<file path="config.mk">
export PLATFORM = sky130hd
export DESIGN_NAME = serial_mag_comp_ctrl
export DESIGN_NICKNAME = d
export VERILOG_FILES = /design/src/rtl/serial_mag_comp_ctrl.sv
export SDC_FILE = /design/constraint.sdc
export NUM_CORES = 1
export LEC_CHECK = 0
export CAP_MARGIN = 20
export CORE_UTILIZATION = 40
export CTS_CLUSTER_DIAMETER = 120
export DETAILED_ROUTE_END_ITERATION = 6
export GPL_TIMING_DRIVEN = 0
export HOLD_SLACK_MARGIN = 0.12
export PLACE_DENSITY = 0.72
export SYNTH_ARGS = -nofsm -noshare
export SYNTH_HDL_FRONTEND = slang
export SYNTH_HIERARCHICAL = 1
export SYNTH_SLANG_ARGS = --single-unit
</file>
<file path="constraint.sdc">
create_clock -name clk -period 3.1 [get_ports clk]
set_input_delay 0.465 -clock clk [delete_from_list [all_inputs] [get_ports clk]]
set_output_delay 0.465 -clock clk [all_outputs]
set_load 0.05 [all_outputs]
</file>
<file path="src/rtl/serial_mag_comp_ctrl.sv">
// Bit-serial unsigned magnitude comparator sequencer.
// Walks the captured operands MSB first through a single 1-bit compare
// cell and stops on the first differing bit (or after bit 0 when equal).

// Single-bit compare cell; all outputs low when not enabled.
module serial_mag_comp_bit (
  input  logic a,
  input  logic b,
  input  logic en,
  output logic lt,
  output logic eq,
  output logic gt
);
  assign lt = en & ~a &  b;
  assign gt = en &  a & ~b;
  assign eq = en & ~(a ^ b);
endmodule

module serial_mag_comp_ctrl #(
  parameter int WIDTH = 8
) (
  input  logic             clk,
  input  logic             rst,
  input  logic             start,
  input  logic             en,
  input  logic [WIDTH-1:0] a,
  input  logic [WIDTH-1:0] b,
  output logic             busy,
  output logic             done,
  output logic             lt,
  output logic             eq,
  output logic             gt
);
  localparam int IDXW = $clog2(WIDTH);

  typedef enum logic [1:0] {S_IDLE, S_RUN, S_DONE} state_t;

  state_t          state, state_nxt;
  logic [WIDTH-1:0] op_a, op_b;
  logic [IDXW-1:0]  idx;
  logic             cmp_en;
  logic             c_lt, c_eq, c_gt;
  logic             last_bit;

  // A compare is issued only while running and enabled.
  assign cmp_en   = (state == S_RUN) && en;
  assign last_bit = (idx == '0);

  serial_mag_comp_bit u_cell (
    .a  (op_a[idx]),
    .b  (op_b[idx]),
    .en (cmp_en),
    .lt (c_lt),
    .eq (c_eq),
    .gt (c_gt)
  );

  // State register.
  always_ff @(posedge clk) begin
    if (rst) state <= S_IDLE;
    else     state <= state_nxt;
  end

  // Next-state: leave RUN on the first differing bit or after bit 0.
  always_comb begin
    state_nxt = state;
    case (state)
      S_IDLE: if (start) state_nxt = S_RUN;
      S_RUN:  if (c_lt || c_gt || (c_eq && last_bit)) state_nxt = S_DONE;
      S_DONE: state_nxt = S_IDLE;
      default: state_nxt = S_IDLE;
    endcase
  end

  // Status outputs decoded from registered state.
  always_comb begin
    busy = (state == S_RUN);
    done = (state == S_DONE);
  end

  // Operand capture, bit index walk and held result flags.
  always_ff @(posedge clk) begin
    if (rst) begin
      op_a <= '0;
      op_b <= '0;
      idx  <= '0;
      lt   <= 1'b0;
      eq   <= 1'b0;
      gt   <= 1'b0;
    end else begin
      case (state)
        S_IDLE: if (start) begin
          op_a <= a;
          op_b <= b;
          idx  <= IDXW'(WIDTH-1);
          lt   <= 1'b0;
          eq   <= 1'b0;
          gt   <= 1'b0;
        end
        S_RUN: begin
          if (c_lt)                 lt  <= 1'b1;
          else if (c_gt)            gt  <= 1'b1;
          else if (c_eq && last_bit) eq <= 1'b1;
          else if (c_eq)            idx <= idx - IDXW'(1);
        end
        default: ;
      endcase
    end
  end
endmodule

</file>
## Word level (Yosys, flattened, before mapping)

Index checks and enable logic that the tools add are counted.

- Multiplexer cells: 23
- Magnitude comparators: 1
- Reductions and logical operators: 13
- Bitwise operators: 9
- $add $sub $neg: 1
- Equality and inequality tests: 11

Operators by type and width:

| operator | number |
|---|---|
| $mux W3 | 5 |
| $ne A2 B1 Y1 const B | 5 |
| $mux W1 | 9 |
| $ne A2 B2 Y1 const B | 4 |
| $bmux W1 S3 | 2 |
| $pmux W1 S2 | 3 |
| $pmux W3 S2 | 1 |
| $reduce_and A6 Y1 | 1 |
| $and A1 B1 Y1 | 5 |
| $reduce_and A5 Y1 | 1 |
| $lt A3 B4 Y1 const B | 1 |
| $mux W2 | 2 |
| $pmux W2 S2 | 1 |
| $reduce_and A2 Y1 | 2 |
| $reduce_and A4 Y1 | 1 |
| $logic_not A3 Y1 | 1 |
| $not A1 Y1 | 3 |
| $reduce_and A3 Y1 | 1 |
| $sub A3 B1 Y3 const B | 1 |
| $eq A2 B1 Y1 const B | 1 |
| $eq A2 B2 Y1 const B | 1 |
| $logic_and A1 B1 Y1 | 2 |
| $logic_not A2 Y1 | 1 |
| $logic_or A1 B1 Y1 | 2 |
| 2 further kinds | 2 |

- Word-level logic and storage cells: 65
- Output and inout port bits: 5
- Input bits: 20
- Flip-flop bits (word level): 24

## Longest topological paths before layout

Gate-level depths: netlist (run 1).

- Word-level depth: 10
- Depth in mapped cells: 8
- Gate-level depth less buffers: 7

## Hierarchy

Netlist (run 1), hierarchy kept.

Modules (own cells, without submodules):

| module | area each (µm²) | instances | sequential area each (µm²) | cells each |
|---|---|---|---|---|
| serial_mag_comp_ctrl | 1106.1 | 1 | 480.5 | 121 |
| serial_mag_comp_bit | 30.0 | 1 | 0.0 | 6 |

## Worst setup path before layout (run 1)

OpenSTA, ideal clock, no wires.

- Path type: register to register
- Start: register idx[0]
- End: register idx[1]
- Arrival: 2.272 ns
- Stages on the path, launching flop included: 9
- Setup time: 0.088 ns
- Setup slack: 0.740 ns
- Path buffers: 1
- Data required time: 3.012 ns
- Clock period less this slack: 2.360 ns
- Cell sequence: dfxtp_1 > buf_6 > mux4_1 > mux2_2 > xnor2_1 > and2_1 > nor3b_1 > nand3_1 > a311oi_2

- Longest elaborated chain between the ends: 8
- Elaborated cells between the ends (all ways): 26
- Those cells by class: add/sub (1); eq/ne (4); mux (9); bitwise (9); reduce/logical (3)

RTL lines:

| element | RTL line | text |
|---|---|---|
| start, declared | 40 | `logic [IDXW-1:0] idx;` |
| start signal, assigned | 95 | `idx <= IDXW'(WIDTH-1);` |
| start signal, assigned | 104 | `else if (c_eq) idx <= idx - IDXW'(1);` |
| $bmux W1 S3, on equally long branches | 50, 51 |  |
| $mux W1, on equally long branches | 50, 51 |  |
| $xor A1 B1 Y1 * | 16 | `assign eq = en & ~(a ^ b);` |
| $not A1 Y1 * | 16 |  |
| $and A1 B1 Y1 * | 16 |  |
| via c_eq | 42 | `logic c_lt, c_eq, c_gt;` |
| $logic_and A1 B1 Y1 | 103 | `else if (c_eq && last_bit) eq <= 1'b1;` |
| $ne A2 B2 Y1 (no source line) | -- |  |
| $reduce_and A6 Y1 (no source line) * | -- |  |

Mark *: on every way through the listed nets, which the timed path passes. The rest lies on a longest branch. The select of a mux whose other input is x is not followed.
A chain may end at the register's enable or synchronous reset.

## Final worst setup path (run 1)

Ends and elaborated chain as after synthesis.

==> run summary, run 1 <==
Finished Cell Area: 1440 um2
Layout cells sized above 1: 0.0844
CTS sink cnt: 24
Avg Cell Area, Syn: 8.95 um2
Buffers added on ports: 24
Setup repair bufs after CTS: 0
Slew headroom: 0.608
Max IR drop VDD: 0.256 mV
# resized after CTS: 0
PwrDens: 450 nW/um2
Synth Warn #: 6
Aggregate routed wire length: 2290 um
DP HPWL: 1720 um
Final period util: 0.869
Setup crit end kind: flip-flop
Outcome: completed
Setup WS post-layout: 0.405 ns
Kind of critical path: reg -> reg
Min-Delay Path Class: reg -> reg
Number of routed nets with antenna violations: 0
Placeable core area: 2590 um2
Clock transition at path regs: 0.13 ns
CP Launch Type: flip-flop
Most used DFF post-synth: dfxtp_1
Setup-failing EPs final: 0
Total GRT Usage: 0.160
Max Clk Rate: 0.371 GHz
Initial antenna violation count: 0
Post-synth EDFFs: 0
Number of global-route vias before repair: 945
Place WS: 0.477 ns
WP data required: 3.32 ns
Cts bufs inserted: 3
Dpl cell area: 1410 um2
Worst hold slack: 0.462 ns
Vias per inst: 5.31
Register area share after synthesis: 0.423
Max clock buf depth: 2
Setup tns final: 0 ns
Residual DRC: 0
Ports: 25
Die Width: 55.3 um
Max-slew violation count: 0
NumNets Final: 178
TritonCTS clock tree: yes
Max cap viols: 0
Die area: 3060 um2
DIE HEIGHT: 55.3 um
Synth unique cells: 32
Site Rows: 18
Final Hold Viols: 0
Synthesized cell area: 1140 um2
Root buffer cell: clkbuf_4
Antenna cells: 0
GR Overflow Total: 0
Worst-Skew Late Latency: 0.30 ns
Initial DRC count: 19
FILL cells: 243
Crit path time final: 2.70 ns
Post-CTS Hold Buffers: 0
First-pass GRT wire length: 3950 um
Initial Utilization: 0.439
Asr flop ratio synth: 0
Largest cells by area after synthesis: dfxtp_1 (42%), nand2_1 (11%), mux4_1 (9.3%), a21oi_1 (7.5%), nor2_1 (2.6%)
Crit path max fanout: 6
Commonest cells in the netlist: nand2_1 (34), dfxtp_1 (24), a21oi_1 (17), nor2_1 (8)
Count of state elements after synthesis: 24
H-Tree Level Count: 1
Area share of the largest cell type after synthesis: 0.423
Clock skew: 0.00621 ns
Synth area leader: dfxtp_1
Syn Inst Count: 127
Placer Congestion: 0.847
Area Overhead vs Synth: 26.4%
DR WL/cell: 12.4 um
Worst Path Arrival: 2.92 ns
Worst slew pin tran: 0.587 ns
Post-synth net total: 149
Most frequent cell after synthesis: nand2_1
Via Count: 977
Lkg Pwr: 0.556 nW
Drt first pass iters: 4
RSZ-0062 raised after global routing: no
Pin count of the biggest net entering global routing: 13
[worst max-delay path: stages, from the launching register on]
cell	delay (ns)
dfxtp_1	0.35
buf_6	0.13
mux4_1	0.55
mux2_2	0.31
xnor2_1	0.15
and2_1	0.16
nor3b_1	0.51
nand3_1	0.17
a311oi_2	0.29
[placed cells by master, fill, tap and decap left out, types with 2 or more instances in the layout]
cell type        instances
buf_2                    4
clkbuf_4                 3
and4_1                   2
dfxtp_1                 24
mux2_2                   2
nor2_1                   8
nand3_1                  2
a211oi_1                 3
clkdlybuf4s50_1         24
and2_1                   2
ha_1                     2
mux4_1                   4
inv_1                    3
a21oi_1                 17
nand2_1                 34
clkbuf_1                 2
[worst paths after layout]
| path | startpoint | endpoint | slack (ns) | depth (start not counted) |
|---|---|---|---|---|
| setup reg to reg | idx[0]$_SDFFE_PP0P_ | idx[1]$_SDFFE_PP0P_ | 0.40 | 8 |
| setup / recovery | idx[0]$_SDFFE_PP0P_ | idx[1]$_SDFFE_PP0P_ | 0.40 | 8 |
| hold / removal | op_b[2]$_SDFFE_PP0P_ | op_b[2]$_SDFFE_PP0P_ | 0.46 | 2 |
| hold reg to reg | op_b[2]$_SDFFE_PP0P_ | op_b[2]$_SDFFE_PP0P_ | 0.46 | 2 |
[through the flow]
stage | cells | util | power, mW
CTS | 184 | 0.555 | 0.652
finish | 184 | 0.555 | 0.647
global placement | 181 | 0.546 | 0.514
detailed placement | 181 | 0.546 | 0.521
floorplan | 127 | - | 0.463
global route | 184 | 0.555 | 0.685
[final cells by class]
cell class                 count  area, um2  area share
buffer                         7       38.8      0.0270
clock buffer                   3       22.5      0.0157
tap                           30       37.5      0.0261
multi-input combinational     93        606       0.422
inverter                       3       11.3     0.00784
sequential                    24        480       0.334
timing repair buffer          24        240       0.167
[where the power goes]
part / internal, mW / total, mW / switching, mW / leakage (nW)
Sequential: 0.332 / 0.349 / 0.0165 / 0.197
Combinational: 0.0802 / 0.165 / 0.0844 / 0.345
Clock: 0.0453 / 0.133 / 0.0879 / 0.0138
[state kept, by name, indices dropped and copies added, names as in the netlist]
register,cells
eq,1
gt,1
op_a,8
state,2
idx,3
lt,1
op_b,8
[metal layers]
| metal | global-route usage | share of wire | vias to the layer above |
|---|---|---|---|
| met5 | 0 | 0 | - |
| met4 | 0.0607 | 0.0044 | 0 |
| met3 | 0.0234 | 0.033 | 2 |
| met2 | 0.284 | 0.51 | 14 |
| met1 | 0.193 | 0.45 | 463 |
| li1 | - | - | 498 |
[logic make-up after synthesis]
logic type | Yosys count | share of synthesized area
AND/OR/NAND/NOR | 59 | 0.257
AO/OA/AOI/OAI | 25 | 0.134
flip-flops | 24 | 0.423
buffers and inverters | 10 | 0.0441
multiplexers | 6 | 0.112
adder cells (fa/ha/maj) | 2 | 0.0220
XOR/XNOR | 1 | 0.00771
Note: power is estimated with default switching activity, not from simulation.
==> run 2, diff against run 1 <==
--- a/config.mk
+++ b/config.mk
@@ -12,6 +12,9 @@
 export GPL_TIMING_DRIVEN = 0
 export HOLD_SLACK_MARGIN = 0.12
 export PLACE_DENSITY = 0.72
+export REMOVE_ABC_BUFFERS = 1
+export SETUP_SLACK_MARGIN = 0.5
+export SKIP_LAST_GASP = 1
 export SYNTH_ARGS = -nofsm -noshare
 export SYNTH_HDL_FRONTEND = slang
 export SYNTH_HIERARCHICAL = 1
==> run summary, run 2 (synthesis results as in run 1) <==
Min-Delay Path Class: reg -> reg
Max clock buf depth: 2
Setup crit end kind: output port
Root buffer cell: clkbuf_4
Worst hold slack: 0.461 ns
Hold Path Cell Cnt: 2
CP cell instances: and2b_1 -> clkdlybuf4s50_1
Largest delay share family, worst path: buffers and inverters
Max-slew violation count: 0
Top Registers: op_a (8), op_b (8), idx (3)
PwrDens: 472 nW/um2
Final core utilization: 0.550
Aggregate routed wire length: 2140 um
Initial DRC count: 9
Kind of critical path: reg -> out
Cts bufs inserted: 3
Crit path max fanout: 13
Max cap viols: 0
Ports: 25
Vias per inst: 5.36
Setup-failing EPs final: 0
Final Hold Viols: 0
Clk pwr share: 0.247
Die Width: 55.3 um
Worst-Skew Late Latency: 0.32 ns
FILL cells: 242
WP data required: 2.63 ns
Sw Share: 0.287
Max Clk Rate: 0.400 GHz
First-pass GRT wire length: 3750 um
Setup repair bufs after CTS: 0
Total GRT Usage: 0.152
Layout cells sized above 1: 0.0743
Placer Congestion: 0.761
Residual DRC: 0
DIE HEIGHT: 55.3 um
Hold path startpoint: op_b[3]$_SDFFE_PP0P_
Buffers added on ports: 24
Worst slew pin tran: 0.826 ns
Slew headroom: 0.448
R2R Setup Slk: 0.68 ns
Die area: 3060 um2
Placeable core area: 2590 um2
Initial antenna violation count: 0
Lkg Pwr: 0.541 nW
Clock skew: 0.00406 ns
Max IR drop VDD: 0.312 mV
Clock transition at path regs: 0.13 ns
TritonCTS clock tree: yes
Setup tns final: 0 ns
Area Overhead vs Synth: 25.3%
Combinational power share: 0.231
CP peak stage delay: 0.88 ns
NetSw: 0.193 mW
Buf/Inv on CP: 1
Site Rows: 18
Flop pwr share: 0.522
Worst hold endpoint: op_b[3]$_SDFFE_PP0P_
FF-to-FF Start: idx[0]$_SDFFE_PP0P_
Pin count of the biggest net entering global routing: 25
Number of global-route vias before repair: 925
Number of routed nets with antenna violations: 0
H-Tree Level Count: 1
GR Overflow Total: 0
Post-CTS Hold Buffers: 0
Most common cell after layout, fill and taps aside: nand2_1
NumNets Final: 171
CP Launch Type: flip-flop
DR WL/cell: 12.0 um
CTS sink cnt: 24
Critical Path Slowest Stage Cell: clkdlybuf4s50_1
Via Count: 954
Outcome: completed
Reg2reg path depth: 7
Worst R2R End: idx[0]$_SDFFE_PP0P_
Crit path time final: 2.50 ns
Final period util: 0.807
Worst Path Arrival: 2.04 ns
Drt first pass iters: 3
Initial Utilization: 0.439
RSZ-0062 raised after global routing: no
Commonest cells after routing, fill and taps aside: nand2_1 (34), clkdlybuf4s50_1 (24), dfxtp_1 (23)
Int Pwr: 0.479 mW
DP HPWL: 1560 um
Antenna cells: 0
## run 2: worst max path at each step
stage	to	depth (start not counted)	start
after floorplan	idx[1]$_SDFFE_PP0P_	7	idx[0]$_SDFFE_PP0P_
final	busy	2	state[0]$_SDFFE_PP0P_
after global placement	idx[1]$_SDFFE_PP0P_	7	idx[0]$_SDFFE_PP0P_
after CTS	idx[0]$_SDFFE_PP0P_	7	idx[0]$_SDFFE_PP0P_
after global routing	busy	2	state[0]$_SDFFE_PP0P_
after detailed placement	idx[1]$_SDFFE_PP0P_	7	idx[0]$_SDFFE_PP0P_
## run 2: cell type report
| type | count | area [um2] | share of cell area |
|---|---|---|---|
| Clock buffer | 4 | 36.3 | 0.0255 |
| Inverter | 3 | 11.3 | 0.00791 |
| Timing Repair Buffer | 24 | 240 | 0.169 |
| Sequential cell | 24 | 482 | 0.338 |
| Multi-Input combinational cell | 93 | 617 | 0.433 |
| Tap cell | 30 | 37.5 | 0.0264 |
## run 2: per-stage QoR
step | power, mW | setup WS (ns) | instance area [um2] | instances
final | 0.673 | 0.599 | 1420 | 178
after detailed placement | 0.513 | 0.376 | 1380 | 174
after global placement | 0.505 | 0.440 | 1380 | 174
after CTS | 0.676 | 0.541 | 1420 | 178
after floorplan | 0.452 | 0.698 | 1100 | 120
after global routing | 0.712 | 0.540 | 1420 | 178
## run 2: worst register-to-register path, cell delays in order (launching register included)
cell      delay, ns
dfxtp_2        0.43
mux4_1         0.58
mux2_2         0.31
xnor2_1        0.14
and2_1         0.15
nor3b_4        0.29
a31oi_1        0.13
a211oi_1       0.28
## run 2: power groups by stage
stage / Sequential (mW) / Clock, mW / Combinational [mW]
2_1_floorplan: 0.359 / 0 / 0.0926
3_3_place_gp: 0.357 / 0 / 0.148
3_5_place_dp: 0.358 / 0 / 0.155
4_1_cts: 0.351 / 0.169 / 0.156
5_1_grt: 0.356 / 0.186 / 0.171
6_report: 0.351 / 0.166 / 0.155
## run 2: what timing repair did
item,CTS,global route
pin swaps,0,0
endpoints found under the setup margin,3,3
gates resized for setup,1,2
## run 2: per-layer routing
layer | track usage | share of wire | routed length (um) | up-vias
met4 | 0.0750 | 0.013 | 28 | 0
met5 | 0 | 0 | 0 | -
met3 | 0.0211 | 0.036 | 77 | 3
li1 | - | - | - | 490
met1 | 0.180 | 0.46 | 979 | 439
met2 | 0.269 | 0.49 | 1050 | 22
